### src/rtl/mem_req_scheduler.sv
// Shares one main_mem request port between icache and dcache, tracks one outstanding read per cache.
// Optional: define MEM_SCHED_RR_EN for round-robin tie-breaking instead of dcache priority with starvation override.
module mem_req_scheduler #(
   parameter int ADDR_W       = 29,
   parameter int DATA_W       = 64,
   parameter int STARVE_LIMIT = 3
) (
   input  logic              clk,
   input  logic              rst_aH,
   input  logic              icache_req_valid,
   input  logic [ADDR_W-1:0] icache_req_block_addr,
   output logic              icache_req_ready,
   output logic              icache_resp_valid,
   output logic [DATA_W-1:0] icache_resp_block_data,
   input  logic              dcache_req_valid,
   input  logic              dcache_req_type,
   input  logic [ADDR_W-1:0] dcache_req_block_addr,
   input  logic [DATA_W-1:0] dcache_req_block_data,
   output logic              dcache_req_ready,
   output logic              dcache_resp_valid,
   output logic [DATA_W-1:0] dcache_resp_block_data,
   output logic              mem_req_valid,
   output logic              mem_req_cache_type,
   output logic              mem_req_type,
   output logic [ADDR_W-1:0] mem_req_block_addr,
   output logic [DATA_W-1:0] mem_req_block_data,
   input  logic              mem_resp_valid,
   input  logic              mem_resp_cache_type,
   input  logic [DATA_W-1:0] mem_resp_block_data,
   output logic              protocol_err
);

   logic              ibusy_q, ibusy_d;
   logic              dbusy_q, dbusy_d;
   logic              perr_q, perr_d;
   logic              mreq_valid_q, mreq_valid_d;
   logic              mreq_ctype_q, mreq_ctype_d;
   logic              mreq_type_q, mreq_type_d;
   logic [ADDR_W-1:0] mreq_addr_q, mreq_addr_d;
   logic [DATA_W-1:0] mreq_data_q, mreq_data_d;

   logic elig_i, elig_d;
   logic gnt_i, gnt_d;
   logic fire_i, fire_d;
   logic rsp_i, rsp_d;
   logic tie_to_icache;

`ifdef MEM_SCHED_RR_EN
   // 1 = dcache won the most recent grant, so icache takes the next tie
   logic last_dc_q, last_dc_d;
   assign tie_to_icache = last_dc_q;
`else
   localparam logic [3:0] SLIM = 4'(STARVE_LIMIT);
   logic [3:0] scnt_q, scnt_d;
   assign tie_to_icache = (scnt_q == SLIM);
`endif

   always_comb begin
      elig_i = icache_req_valid && !ibusy_q;
      elig_d = dcache_req_valid && !dbusy_q;
      gnt_i  = elig_i && (!elig_d || tie_to_icache);
      gnt_d  = elig_d && !gnt_i;
   end

   assign icache_req_ready = gnt_i;
   assign dcache_req_ready = gnt_d;
   assign fire_i = icache_req_valid && icache_req_ready;
   assign fire_d = dcache_req_valid && dcache_req_ready;

   assign rsp_i = mem_resp_valid && !mem_resp_cache_type;
   assign rsp_d = mem_resp_valid &&  mem_resp_cache_type;

   assign icache_resp_valid      = rsp_i && ibusy_q;
   assign dcache_resp_valid      = rsp_d && dbusy_q;
   assign icache_resp_block_data = mem_resp_block_data;
   assign dcache_resp_block_data = mem_resp_block_data;

   always_comb begin
      mreq_valid_d = 1'b0;
      mreq_ctype_d = mreq_ctype_q;
      mreq_type_d  = mreq_type_q;
      mreq_addr_d  = mreq_addr_q;
      mreq_data_d  = mreq_data_q;
      if (fire_i) begin
         mreq_valid_d = 1'b1;
         mreq_ctype_d = 1'b0;
         mreq_type_d  = 1'b0;
         mreq_addr_d  = icache_req_block_addr;
         mreq_data_d  = '0;
      end else if (fire_d) begin
         mreq_valid_d = 1'b1;
         mreq_ctype_d = 1'b1;
         mreq_type_d  = dcache_req_type;
         mreq_addr_d  = dcache_req_block_addr;
         mreq_data_d  = dcache_req_block_data;
      end
   end

   // A cache can only fire while idle, so set and clear never collide on one flag
   always_comb begin
      ibusy_d = fire_i || (ibusy_q && !rsp_i);
      dbusy_d = (fire_d && !dcache_req_type) || (dbusy_q && !rsp_d);
      perr_d  = perr_q || (rsp_i && !ibusy_q) || (rsp_d && !dbusy_q);
   end

`ifdef MEM_SCHED_RR_EN
   always_comb begin
      last_dc_d = last_dc_q;
      if (fire_i) begin
         last_dc_d = 1'b0;
      end else if (fire_d) begin
         last_dc_d = 1'b1;
      end
   end
`else
   always_comb begin
      scnt_d = scnt_q;
      if (fire_i) begin
         scnt_d = 4'd0;
      end else if (elig_i && gnt_d && (scnt_q < SLIM)) begin
         scnt_d = scnt_q + 4'd1;
      end
   end
`endif

   always_ff @(posedge clk or posedge rst_aH) begin
      if (rst_aH) begin
         ibusy_q      <= 1'b0;
         dbusy_q      <= 1'b0;
         perr_q       <= 1'b0;
         mreq_valid_q <= 1'b0;
         mreq_ctype_q <= 1'b0;
         mreq_type_q  <= 1'b0;
         mreq_addr_q  <= '0;
         mreq_data_q  <= '0;
`ifdef MEM_SCHED_RR_EN
         last_dc_q    <= 1'b1;
`else
         scnt_q       <= 4'd0;
`endif
      end else begin
         ibusy_q      <= ibusy_d;
         dbusy_q      <= dbusy_d;
         perr_q       <= perr_d;
         mreq_valid_q <= mreq_valid_d;
         mreq_ctype_q <= mreq_ctype_d;
         mreq_type_q  <= mreq_type_d;
         mreq_addr_q  <= mreq_addr_d;
         mreq_data_q  <= mreq_data_d;
`ifdef MEM_SCHED_RR_EN
         last_dc_q    <= last_dc_d;
`else
         scnt_q       <= scnt_d;
`endif
      end
   end

   assign mem_req_valid      = mreq_valid_q;
   assign mem_req_cache_type = mreq_ctype_q;
   assign mem_req_type       = mreq_type_q;
   assign mem_req_block_addr = mreq_addr_q;
   assign mem_req_block_data = mreq_data_q;
   assign protocol_err       = perr_q;

endmodule

### config.mk
export PLATFORM = sky130hd
export DESIGN_NAME = mem_req_scheduler
export DESIGN_NICKNAME = d
export VERILOG_FILES = /design/src/rtl/mem_req_scheduler.sv
export SDC_FILE = /design/constraint.sdc
export NUM_CORES = 1
export LEC_CHECK = 0
export ABC_AREA = 1
export CORE_AREA = 3 3 164 166
export CTS_BUF_LIST = sky130_fd_sc_hd__clkbuf_16
export CTS_CLUSTER_SIZE = 20
export DETAILED_ROUTE_END_ITERATION = 7
export DIE_AREA = 0 0 167 169
export GPL_ROUTABILITY_DRIVEN = 0
export PLACE_DENSITY = 0.56
export SLEW_MARGIN = 25
export SYNTH_ARGS = -nofsm -noshare
export SYNTH_HDL_FRONTEND = slang
export SYNTH_SLANG_ARGS = --single-unit
### constraint.sdc
create_clock -name clk -period 2.9 [get_ports clk]
set_input_delay 0.29 -clock clk [delete_from_list [all_inputs] [get_ports clk]]
set_output_delay 0.29 -clock clk [all_outputs]
set_load 0.05 [all_outputs]
-- Word level (Yosys, flattened, before mapping)
Cells that the tools add are included.
Widths: inputs -> output; s select.
- logic and storage cells: 56
- register bits: 103
- output and inout bits: 229
- input port bits: 193
- add/sub/neg operators: 1
- muxes and demuxes: 12
- $lt $le $gt $ge: 1
- reduce and logical (&&, ||, !) cells: 32
- equality and inequality tests: 1
- operator list (cell ; count):
    $mux 64 ; 2
    $mux 29 ; 2
    $logic_and 1x1->1 ; 17
    $logic_not 1->1 ; 8
    $mux 4 ; 2
    $mux 1 ; 6
    $logic_or 1x1->1 ; 5
    $add 4x1->4 const B ; 1
    $eq 4x2->1 const B ; 1
    $lt 4x2->1 const B ; 1
    $reduce_bool 2->1 ; 2

-- Logic depth before layout (Yosys ltp)
Gate-level depths: netlist (run 1).
- word-level depth: 11
- gate-level depth with buffers: 9
- mapped depth without buffers: 8

-- Worst setup path after synthesis (run 1)
Ideal clock, no wire load.
- path kind: reg-to-output
- start: register scnt_q[0]
- end: output port dcache_req_ready
- stages on the path, launching flop included: 8
- required time: 2610 ps
- path slack: 737 ps
- buffers on the path: 1
- data arrival time: 1873 ps
- cell sequence: dfrtp_1 ha_1 nand2_1 nand2_1 nand2_1 buf_4 inv_1 nor2_1
- word-level cells in the longest chain between the ends: 5
- RTL lines (element ; line ; text):
    from (decl) ; 54 ; logic [3:0] scnt_q, scnt_d;
    from (signal assigned) ; 153 ; scnt_q <= scnt_d;
    $eq 4x2->1 ; 55 ; assign tie_to_icache = (scnt_q == SLIM);
    $logic_or 1x1->1 ; 61 ; gnt_i = elig_i && (!elig_d || tie_to_icache);
    $logic_and 1x1->1 ; 61 ;
    via icache_req_ready ; 12 ; output logic icache_req_ready,
    $logic_not 1->1 ; 62 ; gnt_d = elig_d && !gnt_i;
    $logic_and 1x1->1 ; 62 ;
    to (decl) ; 19 ; output logic dcache_req_ready,
The timed path passes the listed nets, and every way through them passes these cells.

-- Worst setup path after layout (run 1)
- start: register scnt_q[0]
- end: output port dcache_req_ready
- word-level cells in the longest chain between the ends: 5
- RTL lines (element ; line):
    $eq 4x2->1 ; 55
    $logic_or 1x1->1 ; 61
    $logic_and 1x1->1 ; 61
    $logic_not 1->1 ; 62
    $logic_and 1x1->1 ; 62
Every way passes these cells.

==> results.ini, run 1 <==
[drt]
ant_nets = 0
drt_pass1_iterations = 4
drtIter0Drc = 240
vias = 4467
wl_mm = 16.24
viasPerCell = 4.028
drc = 0
wl_per_cell_um = 14.65

[synth]
synth_edf_count = 0
synth_top_cell_by_area = dfrtp_1
synth_most_common_cell = nand2_1
syn-cell-area_um2 = 5527
synth.area.top_cells = dfrtp_1, buf_4, nand2_1, nand3_1, inv_1
ys_seq_elements = 103
synth_cell_types = 17
async_flop_share_pct = 100.0
synth-seq-area-share_pct = 46.64
yosys_warnings = 0
syn_nets = 878
yosys_most_used_dff = dfrtp_1
synthTopCellsByCount = nand2_1, buf_4, nand3_1
syn_area_per_cell_um2 = 8.080
synth_cells = 684
netlist.area_leader.share_pct = 46.64

[worst_setup_path]
reg2reg_from = dbusy_q$_DFF_PP0_
rrSetupSlack_ns = 1.13
critPathMaxStageDelay_ns = 0.41
crit_path_top_delay_cell = dfrtp_1
crit_type = reg2out
path_max_fanout = 21
required_ns = 2.61
cpMostUsedCell = nand2_1
cp-end-kind = primary output
cp.arrival_ns = 1.80
reg2reg_to = mem_req_block_addr[22]$_DFFE_PP0P_
path_cells = ha_1 -> nand2_1 -> nand2_1 -> nand2_4 -> inv_1 -> nor2_1 -> buf_12
ff2ff_path_depth = 8
worstSetupStartpointType = register

[global_route]
grt_pass1_vias = 4525
grt_first_pass_wirelength_mm = 25.25
track_usage_pct = 11.14
grt_max_degree = 104
antenna_found_initial = 0
gr-total-overflow = 0

[cts]
cts_tree = done
cts_resized = 0
holdBufCountCts = 0
cts_setup_buffers = 0
cts-root-buf = clkbuf_16
cts.path.max_buffers = 2
htree_levels = 3
clk_latency_ns = 0.35
clkTransAtPathRegs_ns = 0.08
cts_sinks = 103
numCtsBuffers = 9

[sta]
tightest_slew_ns = 0.6463
rsz0062_at_grt = no
drv_slew = 0
fmax_mhz = 478.5
finClkSkew_ns = 0.01209
setup_tns_ns = 0
final-hold-violation-count = 0
fin_hold_ws_ns = 0.4527
slew_headroom_pct = 56.91
setup_viol = 0
fin_ws_ns = 0.8103
min_period_ns = 2.090
finalCritPeriodShare_pct = 72.06

[place]
dp_hpwl_mm = 11.38
numPortBuffers = 229
placed_area_um2 = 7156
dp_cells = 1093
place_ws_ns = 0.8414

[floorplan]
pin_count = 422
start_util_pct = 21.45
coreArea_um2 = 25760
core.rowCount = 59
die_h_um = 169
dieArea_um2 = 28220
fp.dieW_um = 167

[finish]
antennaDiodeCount = 0
drive_above_1_share_pct = 4.651
seq_area_um2 = 2577
post-route-cell-area_um2 = 7471
area_delta_synth_final_pct = 35.18
multiInputGateArea_um2 = 1599
fin_nets = 963
stdcell_count = 1109
nFillCells = 2747

[hold_path]
hp-class = in2async

[flow_run]
drv_cap = 0

[power_and_ir_drop]
vdd_drop_max_uv = 484.1
p_per_area_nw_per_um2 = 1046
leakage_uw = 0.003514

[run_status]
status = finished clean

-- registers in the layout, indices dropped and copies added (netlist names) --
| register | cells |
|---|---|
| mem_req_valid | 1 |
| dbusy_q | 1 |
| mem_req_block_data | 64 |
| scnt_q | 4 |
| ibusy_q | 1 |
| mem_req_cache_type | 1 |
| mem_req_block_addr | 29 |
| mem_req_type | 1 |
| protocol_err | 1 |
-- layout make-up --
cell class / count / area share, %
clock buffers: 9 / 3.015
multi-input cells: 375 / 21.40
well taps: 335 / 5.610
inverters: 41 / 2.144
clock inverters: 7 / 1.206
repair buffers: 239 / 32.12
flip-flops and latches: 103 / 34.50
-- report_power, final --
part,internal [uW],switching (uW)
registers,1960,296
logic,1360,2880
clock network,691,621
-- critical path, delay by kind of cell (launching register included) --
family,cells,cell delay (ns)
flops,1,0.41
simple gates,4,0.54
buf+inv,2,0.29
fa+ha+maj,1,0.22
-- per-layer routing --
layer	vias to the layer above	global-route usage, %	routed length, um
met2	177	16.64	7215
met4	0	6.492	827
met3	72	4.507	1501
met5	-	0	0
met1	2051	13.55	6698
li1	2167	-	-
-- stage by stage --
stage	util [%]	power, uW
final	29.00	7811
after global routing	29.00	8261
after CTS	29.00	7960
after detailed placement	27.77	6572
after global placement	27.77	6556
after floorplan	-	5513
-- placed cells by master (no fill, tap or decap), drive strengths merged --
master,Yosys,routed
buf,163,12
bufinv,0,1
o21ai,1,1
nor2,33,33
inv,41,43
ha,1,1
a31oi,1,1
nand2,212,212
clkbuf,2,9
nand3,125,125
o21a,1,1
clkinvlp,0,3
nand3b,1,1
dfrtp,103,103
clkinv,0,1
clkdlybuf4s50,0,227
-- cell families (layout without fill, tap and decap cells) --
family | Yosys count | in the layout | synth area share (%)
DFF | 103 | 103 | 46.64
buffers and inverters | 206 | 296 | 24.61
AOI/OAI and AO/OA | 3 | 3 | 0.3396
and+or+nand+nor | 371 | 371 | 28.19
adders and majority gates | 1 | 1 | 0.2264
-- worst max-delay path by stage --
stage,to,from,slack (ns),cells past startpoint
after floorplan,dcache_req_ready,scnt_q[0]$_DFFE_PP0P_,0.74,7
after detailed placement,mem_req_block_addr[22]$_DFFE_PP0P_,dcache_req_valid,0.84,8
final,dcache_req_ready,scnt_q[0]$_DFFE_PP0P_,0.81,7
after global routing,dcache_req_ready,scnt_q[0]$_DFFE_PP0P_,0.63,7
after global placement,mem_req_block_data[20]$_DFFE_PP0P_,dcache_req_valid,0.82,6
after CTS,dcache_req_ready,scnt_q[0]$_DFFE_PP0P_,0.76,7
(Power assumes the default switching activity.)
==> inputs of run 2 (changes only) <==
- clock period: 2.9 -> 1.7 ns (I/O delays scaled with it)
==> run 2 against run 1 <==
  * Clock-buffer cell count did not move
  * Register-to-register slack worse by 0.93 ns
  * Final cell count grew 1.6%
  * Final area up 1.7%
  * Combinational power is 68% higher
  * Via count grew 1.5%
  * Worst setup slack worse by 0.77 ns
  * Core utilization up 0.50 points
  * Critical path depth decreased by 6
  * Non-clock buffer count rose by 18
  * Die area did not move
  * Critical endpoint is now mem_req_block_addr[27]
==> results.ini, run 2 (synthesized netlist as in run 1, its figures left out) <==
[run_status]
status = finished clean  ; unchanged

[hold_path]
hp-class = in2async  ; unchanged

[finish]
largest_reg_flops = 64  ; unchanged
nFillCells = 2797  ; was 2747
layout_commonest_cell = nand2_1  ; was clkdlybuf4s50_1
fin_util_pct = 29.50  ; was 29.00%
antennaDiodeCount = 0  ; unchanged
drive_above_1_share_pct = 13.76  ; was 4.651%
layout_common_cells = nand2_1, clkdlybuf4s50_1, nand3_1  ; was clkdlybuf4s50_1, nand2_1, nand3_1
fin_nets = 981  ; was 963
area_delta_synth_final_pct = 37.51  ; was 35.18%

[global_route]
track_usage_pct = 11.33  ; was 11.14%
gr-total-overflow = 0  ; unchanged
grt_first_pass_wirelength_mm = 25.50  ; was 25.25 mm
antenna_found_initial = 0  ; unchanged
grt_max_degree = 67  ; was 104
grt_pass1_vias = 4597  ; was 4525

[sta]
rsz0062_at_grt = no  ; unchanged
fin_hold_ws_ns = 0.1586  ; was 0.4527 ns
tightest_slew_ns = 0.5198  ; was 0.6463 ns
setup_tns_ns = 0  ; unchanged
drv_slew = 0  ; unchanged
finalCritPeriodShare_pct = 97.41
slew_headroom_pct = 65.29  ; was 56.91%
min_period_ns = 1.656
fmax_mhz = 603.8
setup_viol = 0  ; unchanged
finClkSkew_ns = 0.008387  ; was 0.01209 ns
final-hold-violation-count = 0  ; unchanged

[power_and_ir_drop]
vdd_drop_max_uv = 639.0  ; was 484.1 uV
p_per_area_nw_per_um2 = 1737  ; was 1046 nW/um2
leakage_uw = 0.003884  ; was 0.003514 uW

[cts]
clkTransAtPathRegs_ns = 0.08  ; about the same
cts_sinks = 103  ; unchanged
holdBufCountCts = 0  ; unchanged
cts_tree = done  ; unchanged
cts-root-buf = clkbuf_16  ; unchanged
cts.path.max_buffers = 2  ; unchanged
htree_levels = 3  ; unchanged
clk_latency_ns = 0.35  ; about the same
numCtsBuffers = 9  ; unchanged

[floorplan]
pin_count = 422  ; unchanged
coreArea_um2 = 25760  ; unchanged
core.rowCount = 59  ; unchanged
start_util_pct = 21.45  ; unchanged
fp.dieW_um = 167  ; unchanged
dieArea_um2 = 28220  ; unchanged
die_h_um = 169  ; unchanged

[worst_setup_path]
cp.depth = 1  ; was 7
path_max_fanout = 2  ; was 21
crit_path_top_delay_cell = clkdlybuf4s50_1  ; was dfrtp_1
crit_type = reg2out  ; unchanged
worst-path-buf-inv = 1  ; was 2
path_cells = clkdlybuf4s50_1  ; was ha_1 -> nand2_1 -> nand2_1 -> nand2_4 -> inv_1 -> nor2_1 -> buf_12
cp-end-kind = primary output  ; unchanged
critPathMaxStageDelay_ns = 0.80  ; was 0.41 ns
ff2ff_path_depth = 9  ; was 8
crit_end = mem_req_block_addr[27]  ; was dcache_req_ready
reg2reg_to = mem_req_block_data[18]$_DFFE_PP0P_  ; was mem_req_block_addr[22]$_DFFE_PP0P_
reg2reg_from = scnt_q[1]$_DFFE_PP0P_  ; was dbusy_q$_DFF_PP0_
cp.arrival_ns = 1.49  ; was 1.80 ns
crit_family = buffers and inverters  ; was simple AND/OR/NAND/NOR gates
startpoint = mem_req_block_addr[27]$_DFFE_PP0P_  ; was scnt_q[0]$_DFFE_PP0P_
rrSetupSlack_ns = 0.20  ; was 1.13 ns
required_ns = 1.53  ; was 2.61 ns
worstSetupStartpointType = register  ; unchanged

[drt]
dr_wl_met2_mm = 7.555  ; was 7.215 mm
vias = 4533  ; was 4467
ant_nets = 0  ; unchanged
wl_mm = 16.54  ; was 16.24 mm
viasPerCell = 4.022  ; was 4.028
wl_met1_mm = 6.630  ; was 6.698 mm
drtIter0Drc = 225  ; was 240
wl_per_cell_um = 14.67  ; was 14.65 um
drc = 0  ; unchanged
met3_length_mm = 1.500  ; was 1.501 mm
drt_pass1_iterations = 4  ; unchanged
top_layer = met4  ; unchanged

[flow_run]
drv_cap = 0  ; unchanged

[place]
numPortBuffers = 229  ; unchanged
dp_hpwl_mm = 12.08  ; was 11.38 mm

[run 2: worst min path at each step]
stage | end | start | slack [ns] | cells after the start
after global routing | mem_req_block_data[62]$_DFFE_PP0P_ | rst_aH | 0.17 | 2
after floorplan | mem_req_block_data[0]$_DFFE_PP0P_ | dcache_req_block_data[0] | 0.31 | 2
after CTS | mem_req_block_data[62]$_DFFE_PP0P_ | rst_aH | 0.16 | 2
final | mem_req_block_data[62]$_DFFE_PP0P_ | rst_aH | 0.16 | 2
after global placement | dcache_resp_block_data[62] | mem_resp_block_data[62] | 0.34 | 0
after detailed placement | dcache_resp_block_data[62] | mem_resp_block_data[62] | 0.34 | 0
[run 2: layout make-up]
class                   count  area (um2)  area share [%]
clock buffers               9       225.2           2.963
well taps                 335       419.2           5.515
inverters                  41       160.2           2.107
repair buffers            257        2509           33.01
clock inverters             7       92.59           1.218
multi-input cells         375        1617           21.27
flip-flops and latches    103        2577           33.92
[run 2: per-stage QoR]
stage / std cells / total power [uW] / instance area, um2 / worst slack (ns)
after floorplan: 684 / 9413 / 5538 / 0.01788
after global placement: 1108 / 11290 / 7278 / 0.03788
after detailed placement: 1108 / 11330 / 7278 / 0.04240
after CTS: 1126 / 13460 / 7567 / 0.001531
after global routing: 1127 / 13980 / 7600 / 0.0001925
final: 1127 / 13200 / 7600 / 0.04395
[run 2: layer usage]
layer	vias to the layer above	GRT usage [%]
met1	2064	13.25
met3	67	4.694
met5	-	0
met2	194	17.56
met4	0	6.492
li1	2208	-
[run 2: power by group]
group / internal, uW / leakage (uW) / switching, uW
clock network: 1180 / 0.000148 / 1060
logic: 2150 / 0.00246 / 4980
registers: 3340 / 0.00127 / 496
[run 2: repair_timing]
item | 4_1_cts | 5_1_grt
buffers inserted | 2 | 1
setup endpoints to repair | 41 | 10
gates resized for setup | 42 | 10
pin swaps | 3 | 1
[run 2: worst register-to-register path: stages, from the launching register on]
cell     delay, ns
dfrtp_1       0.39
ha_2          0.20
nand2_2       0.07
nand2_2       0.07
nand2_4       0.08
buf_4         0.14
buf_12        0.16
buf_12        0.18
nand3_1       0.08
nand2_1       0.07
==> inputs of run 3 (changes only) <==
- CAP_MARGIN: unset -> 15
==> results of run 3 <==
The final DEF is identical to that of run 2; final timing and power are the same.
